`src/rtl/ddr2idxbuf_pkg.sv`:
```
// Shared constants, width helper and FSM state type for the DDR index loader
// and its beat-unpacking helper.
package ddr2idxbuf_pkg;

  localparam int DDR_W = 512;
  localparam int IDX_W = 16;

  // Address width needed for n locations; never narrower than one bit.
  function automatic int bw(input int n);
    return (n > 1) ? $clog2(n) : 1;
  endfunction

  typedef enum logic {
    IDLE,
    LOAD
  } ddr2idx_state_t;

endpackage

```
`src/rtl/ddr2idxbuf_idx_unpack.sv`:
```
// Holds one DDR beat and hands out its entries one slot at a time, optionally
// swapping the two halves of each entry.
module idx_unpack
  import ddr2idxbuf_pkg::*;
#(
  parameter int BEAT_W = 512,
  parameter int ENT_W  = 32,
  parameter int BATCH  = BEAT_W / ENT_W
) (
  input  logic              clk,
  input  logic              rst_n,
  input  logic              flush,
  input  logic              load,
  input  logic [BEAT_W-1:0] beat_in,
  input  logic              pop,
  input  logic              pop_last,
  input  logic              swap,
  output logic              full,
  output logic              last_slot,
  output logic [ENT_W-1:0]  entry
);

  localparam int SLOT_W = bw(BATCH);
  localparam int HALF_W = ENT_W / 2;

  logic [BATCH-1:0][ENT_W-1:0] beat_q, beat_d;
  logic                        full_q, full_d;
  logic [SLOT_W-1:0]           slot_q, slot_d;
  logic [ENT_W-1:0]            raw;

  // A load in the same cycle as the final pop refills the register without a bubble.
  always_comb begin
    beat_d = beat_q;
    full_d = full_q;
    slot_d = slot_q;
    if (pop) begin
      slot_d = slot_q + SLOT_W'(1);
      if (pop_last) full_d = 1'b0;
    end
    if (load) begin
      beat_d = beat_in;
      full_d = 1'b1;
      slot_d = '0;
    end
    if (flush) begin
      full_d = 1'b0;
      slot_d = '0;
    end
  end

  always_ff @(posedge clk or negedge rst_n) begin
    if (!rst_n) begin
      beat_q <= '0;
      full_q <= 1'b0;
      slot_q <= '0;
    end else begin
      beat_q <= beat_d;
      full_q <= full_d;
      slot_q <= slot_d;
    end
  end

  assign raw       = beat_q[slot_q];
  assign entry     = swap ? {raw[HALF_W-1:0], raw[ENT_W-1:HALF_W]} : raw;
  assign full      = full_q;
  assign last_slot = (slot_q == SLOT_W'(BATCH - 1));

endmodule

```
`src/rtl/ddr2idxbuf.sv`:
```
// Loads index pairs from a DDR beat stream into the index buffers of a masked
// set of PEs, one entry per cycle, starting at a wrapping base address.
module ddr2idxbuf
  import ddr2idxbuf_pkg::*;
#(
  parameter int DDR_W     = ddr2idxbuf_pkg::DDR_W,
  parameter int IDX_W     = ddr2idxbuf_pkg::IDX_W,
  parameter int IDX_DEPTH = 256,
  parameter int ADDR_W    = bw(IDX_DEPTH),
  parameter int PE_NUM    = 32,
  parameter int IDX_BATCH = DDR_W / (IDX_W * 2)
) (
  input  logic                 clk,
  input  logic                 rst_n,
  input  logic                 start,
  output logic                 done,
  output logic                 done_pulse,
  input  logic [3:0]           conf_mode,
  input  logic [ADDR_W:0]      conf_idx_num,
  input  logic [ADDR_W-1:0]    conf_base,
  input  logic [PE_NUM-1:0]    conf_mask,
  input  logic [DDR_W-1:0]     ddr_data,
  input  logic                 ddr_valid,
  output logic                 ddr_ready,
  output logic [IDX_W*2-1:0]   idx_wr_data,
  output logic [ADDR_W-1:0]    idx_wr_addr,
  output logic [PE_NUM-1:0]    idx_wr_en
);

  localparam int ENT_W = IDX_W * 2;

  ddr2idx_state_t     state_q, state_d;
  logic [ADDR_W:0]    cnt_q, cnt_d;
  logic [ADDR_W:0]    num_q, num_d;
  logic [ADDR_W-1:0]  base_q, base_d;
  logic [PE_NUM-1:0]  mask_q, mask_d;
  logic               swap_q, swap_d;
  logic [ENT_W-1:0]   wr_data_q, wr_data_d;
  logic [ADDR_W-1:0]  wr_addr_q, wr_addr_d;
  logic [PE_NUM-1:0]  wr_en_q, wr_en_d;
  logic               done_q, done_d;
  logic               done_pulse_q, done_pulse_d;
  logic               fin_q, fin_d;
  logic               start_job;

  logic               in_load, full, last_slot, emit, job_last, ready, load;
  logic [ENT_W-1:0]   entry;
  logic               unused_mode;

  assign unused_mode = ^{conf_mode[3], conf_mode[0]};

  assign in_load  = (state_q == LOAD);
  assign emit     = in_load && full;
  assign job_last = (cnt_q == num_q - (ADDR_W + 1)'(1));
  // The job's final entry must not pull in another beat that would be lost.
  assign ready    = in_load && (!full || (last_slot && !job_last));
  assign load     = ready && ddr_valid;

  idx_unpack #(
    .BEAT_W (DDR_W),
    .ENT_W  (ENT_W),
    .BATCH  (IDX_BATCH)
  ) u_unpack (
    .clk       (clk),
    .rst_n     (rst_n),
    .flush     (start_job),
    .load      (load),
    .beat_in   (ddr_data),
    .pop       (emit),
    .pop_last  (job_last || last_slot),
    .swap      (swap_q),
    .full      (full),
    .last_slot (last_slot),
    .entry     (entry)
  );

  always_comb begin
    state_d      = state_q;
    cnt_d        = cnt_q;
    num_d        = num_q;
    base_d       = base_q;
    mask_d       = mask_q;
    swap_d       = swap_q;
    wr_data_d    = wr_data_q;
    wr_addr_d    = wr_addr_q;
    wr_en_d      = '0;
    done_d       = done_q;
    done_pulse_d = 1'b0;
    fin_d        = 1'b0;
    start_job    = 1'b0;
    unique case (state_q)
      IDLE: begin
        if (start && !fin_q) begin
          if (conf_idx_num != '0) begin
            num_d     = conf_idx_num;
            base_d    = conf_base;
            mask_d    = conf_mask;
            swap_d    = (conf_mode[2:1] == 2'b01);
            cnt_d     = '0;
            done_d    = 1'b0;
            start_job = 1'b1;
            state_d   = LOAD;
          end else begin
            done_pulse_d = 1'b1;
          end
        end
      end
      LOAD: begin
        if (emit) begin
          wr_data_d = entry;
          wr_addr_d = base_q + cnt_q[ADDR_W-1:0];
          wr_en_d   = mask_q;
          cnt_d     = cnt_q + (ADDR_W + 1)'(1);
          if (job_last) begin
            state_d = IDLE;
            fin_d   = 1'b1;
          end
        end
      end
      default: state_d = IDLE;
    endcase
    // Completion is reported one cycle after the final write is on the port.
    if (fin_q) begin
      done_d       = 1'b1;
      done_pulse_d = 1'b1;
    end
  end

  always_ff @(posedge clk or negedge rst_n) begin
    if (!rst_n) begin
      state_q      <= IDLE;
      cnt_q        <= '0;
      num_q        <= '0;
      base_q       <= '0;
      mask_q       <= '0;
      swap_q       <= 1'b0;
      wr_data_q    <= '0;
      wr_addr_q    <= '0;
      wr_en_q      <= '0;
      done_q       <= 1'b1;
      done_pulse_q <= 1'b0;
      fin_q        <= 1'b0;
    end else begin
      state_q      <= state_d;
      cnt_q        <= cnt_d;
      num_q        <= num_d;
      base_q       <= base_d;
      mask_q       <= mask_d;
      swap_q       <= swap_d;
      wr_data_q    <= wr_data_d;
      wr_addr_q    <= wr_addr_d;
      wr_en_q      <= wr_en_d;
      done_q       <= done_d;
      done_pulse_q <= done_pulse_d;
      fin_q        <= fin_d;
    end
  end

  assign ddr_ready   = ready;
  assign done        = done_q;
  assign done_pulse  = done_pulse_q;
  assign idx_wr_data = wr_data_q;
  assign idx_wr_addr = wr_addr_q;
  assign idx_wr_en   = wr_en_q;

endmodule
```
`config.mk`:
```
export PLATFORM = sky130hd
export DESIGN_NAME = ddr2idxbuf
export DESIGN_NICKNAME = d
export VERILOG_FILES = /design/src/rtl/ddr2idxbuf_pkg.sv /design/src/rtl/ddr2idxbuf_idx_unpack.sv /design/src/rtl/ddr2idxbuf.sv
export SDC_FILE = /design/constraint.sdc
export NUM_CORES = 1
export LEC_CHECK = 0
export CAP_MARGIN = 20
export CORE_ASPECT_RATIO = 0.7
export CORE_MARGIN = 2
export CORE_UTILIZATION = 46
export DETAILED_ROUTE_END_ITERATION = 7
export PLACE_DENSITY = 0.86
export SLEW_MARGIN = 40
export SYNTH_ARGS = -nofsm -noshare
export SYNTH_HDL_FRONTEND = slang
export SYNTH_HIERARCHICAL = 1
export SYNTH_SLANG_ARGS = --single-unit
```
`constraint.sdc`:
```
create_clock -name clk -period 2.8 [get_ports clk]
set_clock_uncertainty 0.05 [all_clocks]
set_input_delay 0.28 -clock clk [delete_from_list [all_inputs] [get_ports clk]]
set_output_delay 0.28 -clock clk [all_outputs]
set_load 0.005 [all_outputs]
```
==> flow_metrics.env <==
export IMPL_crit_required_ns=3.24
export IMPL_grt_pass1_vias=21690
export IMPL_worstMarginPinSlew_ns=0.6989
export IMPL_cts_sinks=652
export IMPL_criticalPathCategory="reg -> reg"
export IMPL_drc_errors=0
export IMPL_synth_area_sq_um=29430
export IMPL_relSlewSlack=0.5207
export IMPL_ys_seq_area_frac=0.5544
export IMPL_arrival_ns=3.31
export IMPL_rrSetupSlack_ns=-0.07
export IMPL_h_tree_depth=3
export IMPL_fillCellCount=4365
export IMPL_grt_overflow=0
export IMPL_final_cell_area_sq_um=40620
export IMPL_synth_cell_types=56
export IMPL_die_w_um=306.3
export IMPL_routabilityCongestion=0.9063
export IMPL_place_hpwl_um=67640
export IMPL_syn_to_final_growth_pct=38.02
export IMPL_core_area_sq_um=63200
export IMPL_violations="negative setup slack"
export IMPL_cts_buffer_depth=3
export IMPL_wl_met1_um=38210
export IMPL_wl_met2_um=43820
export IMPL_setup_ws_ns=-0.07198
export IMPL_clock_root_buffer="clkbuf_16"
export IMPL_finalNetCount=3206
export IMPL_top_layer="met5"
export IMPL_min_period_over_period=1.026
export IMPL_clkSlewWorstSetupHoldPaths_ns=0.07
export IMPL_period_minus_slack_ns=2.872
export IMPL_die_h_um=215.6
export IMPL_cts_made_buffers=67
export IMPL_rsz0062_at_grt="true"
export IMPL_ios=644
export IMPL_cp_end_kind="flip-flop"
export IMPL_crit_path_cell_trace="inv_2, ha_4, xor2_2, nor2_1, o31ai_1, nor4_2, buf_4, buf_4, o21ai_4, buf_12, buf_16, buf_12, buf_16, mux2_2"
export IMPL_max_freq_ghz=0.3482
export IMPL_cts_tree="built"
export IMPL_start_util=0.4657
export IMPL_grt_max_degree=94
export IMPL_via_per_inst=5.676
export IMPL_hp_class="in -> async"
export IMPL_synth_top_area_share=0.5535
export IMPL_max_stage_delay_ns=0.39
export IMPL_synth_edff_count=0
export IMPL_yosysWarnings=6
export IMPL_placed_area_sq_um=37570
export IMPL_dieArea_sq_um=66060
export IMPL_status="finished, violations left"
export IMPL_wl_met3_um=6000
export IMPL_dr_first_iter_drc_count=1352
export IMPL_cp_slowest_cell="dfrtp_1"
export IMPL_numPortBuffers=641
export IMPL_yosysTopAreaCell="dfrtp_1"
export IMPL_synth_area_top_cells="dfrtp_1 (55%), mux2_2 (23%), mux4_2 (6.9%), mux2i_1 (3.3%), a221oi_2 (1.3%)"
export IMPL_syn_area_per_cell_sq_um=15.39
export IMPL_drive_gt1_frac=0.3700
export IMPL_syn_nets=2493
export IMPL_vdd_drop_max_uv=528.3
export IMPL_yosys_top_cells_count="dfrtp_1 (651), mux2_2 (592), mux2i_1 (97), mux4_2 (90), clkbuf_1 (79)"
export IMPL_synth_cells=1913
export IMPL_rr_startpoint="num_q[0]$_DFFE_PN0P_"
export IMPL_first_pass_iters=5
export IMPL_ant_nets=0
export IMPL_antenna_found_initial=28
export IMPL_grt_pass1_wl_um=135600
export IMPL_yosysMostFrequentCell="dfrtp_1"
export IMPL_hold_violations=0
export IMPL_setup_viol=232
export IMPL_maxCapViolations=0
export IMPL_async_flop_share=1.000
export IMPL_clk_latency_ns=0.61
export IMPL_worstPathMaxFanout=17
export IMPL_fin_util=0.6428
export IMPL_wirelength_um=92650
export IMPL_via_count=20020
export IMPL_num_rows=77
export IMPL_grt_use_total=0.2750
export IMPL_wl_per_cell_um=26.27
export IMPL_synth_seq_cells=652
export IMPL_leakage_nw=16.70
export IMPL_total_power_w=0.04915
export IMPL_ys_flop_type="dfrtp_1"
export IMPL_p_per_area_nw_per_um2=1210
export IMPL_reg2regPathDepth=14
export IMPL_reg2reg_to="u_unpack/beat_q[304]$_DFFE_PN0P_"
export IMPL_startpoint_type="flip-flop"
export IMPL_drv_slew=0
## worst max-delay path by stage
stage,start,cells after the start,end
2_1_floorplan,num_q[2]$_DFFE_PN0P_,12,u_unpack/beat_q[100]$_DFFE_PN0P_
3_3_place_gp,u_unpack/slot_q[1]$_DFFE_PN0P_,7,idx_wr_data[3]$_DFFE_PN0P_
3_5_place_dp,u_unpack/slot_q[1]$_DFFE_PN0P_,7,idx_wr_data[3]$_DFFE_PN0P_
4_1_cts,num_q[1]$_DFFE_PN0P_,10,ddr_ready
5_1_grt,num_q[1]$_DFFE_PN0P_,14,u_unpack/beat_q[370]$_DFFE_PN0P_
6_report,num_q[0]$_DFFE_PN0P_,14,u_unpack/beat_q[304]$_DFFE_PN0P_
## stage by stage
step	setup TNS (ns)	worst slack (ns)	instances	hold WS, ns
after global routing	-59.64	-0.1840	3523	0.1882
after CTS	-0.8340	-0.07746	3487	0.1597
after detailed placement	-0.06621	-0.03607	3355	0.1975
after global placement	-1.024	-0.02370	3354	0.1914
final	-7.810	-0.07198	3527	0.1732
after floorplan	-3.218	-0.03218	1913	-0.06559
## layout make-up
type                       instances  area [sq um]  area share
inverter                          12         45.04    0.001109
timing repair buffer             785          8402      0.2068
clock inverter                    26         340.3    0.008377
antenna                           22         55.05    0.001355
sequential                       652         16330      0.4019
tap                              829          1037     0.02553
clock buffer                      93          1906     0.04691
multi-input combinational       1108         12510      0.3080
## logic make-up after synthesis
logic type / Yosys count / synth area share
and+or+nand+nor: 119 / 0.02270
AOI/OAI and AO/OA: 169 / 0.05101
adders and majority gates: 11 / 0.004931
xor gates and xnor gates: 23 / 0.007099
muxes: 786 / 0.3342
DFF: 652 / 0.5544
buffers and inverters: 153 / 0.02568
## flip-flops by register name, summed over array words and instances, names as in the netlist
register and cells:
done_pulse 1, u_unpack/slot_q 4, u_unpack/beat_q 512, fin_q 1, u_unpack/full 1, swap_q 1
base_q 8, cnt_q 9, mask_q 32, idx_wr_addr 8, num_q 9, in_load 1
idx_wr_en 32, idx_wr_data 32, done 1
## critical path: cells and delay by family (launching register included)
kind / cells / cell delay [ns]
AO/OA/AOI/OAI: 2 / 0.45
XOR/XNOR: 1 / 0.13
adder cells (fa/ha/maj): 1 / 0.18
buffers and inverters: 7 / 1.01
flip-flops: 1 / 0.39
multiplexers: 1 / 0.35
AND/OR/NAND/NOR: 2 / 0.15
## routing by layer
metal  track usage  vias up
met5             0        -
met2        0.4361      742
li1              -     8675
met1        0.3611    10350
met4        0.1304       12
met3       0.06216      239
## what timing repair did
| action | CTS | global route |
|---|---|---|
| gates resized for setup | 23 | 32 |
| cloned | 3 | 11 |
| pin swaps | 8 | 5 |
| setup buffers | 9 | 8 |
| hold endpoints to repair | 131 | 0 |
| endpoints found under the setup margin | 192 | 512 |
| hold buffers | 1 | 0 |
## power by group
group | total, W | switching, W | internal [W]
Clock | 0.00919 | 0.00383 | 0.00536
Sequential | 0.0170 | 0.00274 | 0.0143
Combinational | 0.0229 | 0.0104 | 0.0125
Total | 0.0492 | 0.0169 | 0.0322
## placed cells by master, fill, tap and decap left out, types with 8 or more instances in the layout
cell type        synthesis  layout
clkbuf_16                0      77
mux4_2                  90      90
diode_2                  0      22
clkbuf_1                79      14
xor2_1                  16      14
ha_1                    10       9
clkinv_2                 0       8
mux2i_1                 97      95
buf_6                    5       9
mux2_2                 592     587
a221oi_2                25      25
dfrtp_1                651     648
buf_4                    8      73
a21oi_1                  9       9
and3_1                  35      35
clkbuf_8                 0      11
a22o_1                  33      33
inv_1                   11       9
o22ai_1                 32      32
buf_16                   0       9
buf_12                   4      38
a221o_1                 32      32
nand2_1                 20      19
clkdlybuf4s50_1          0     639
nor2_1                  18      16
o21ai_0                 17      16
(Power assumes the default switching activity.)
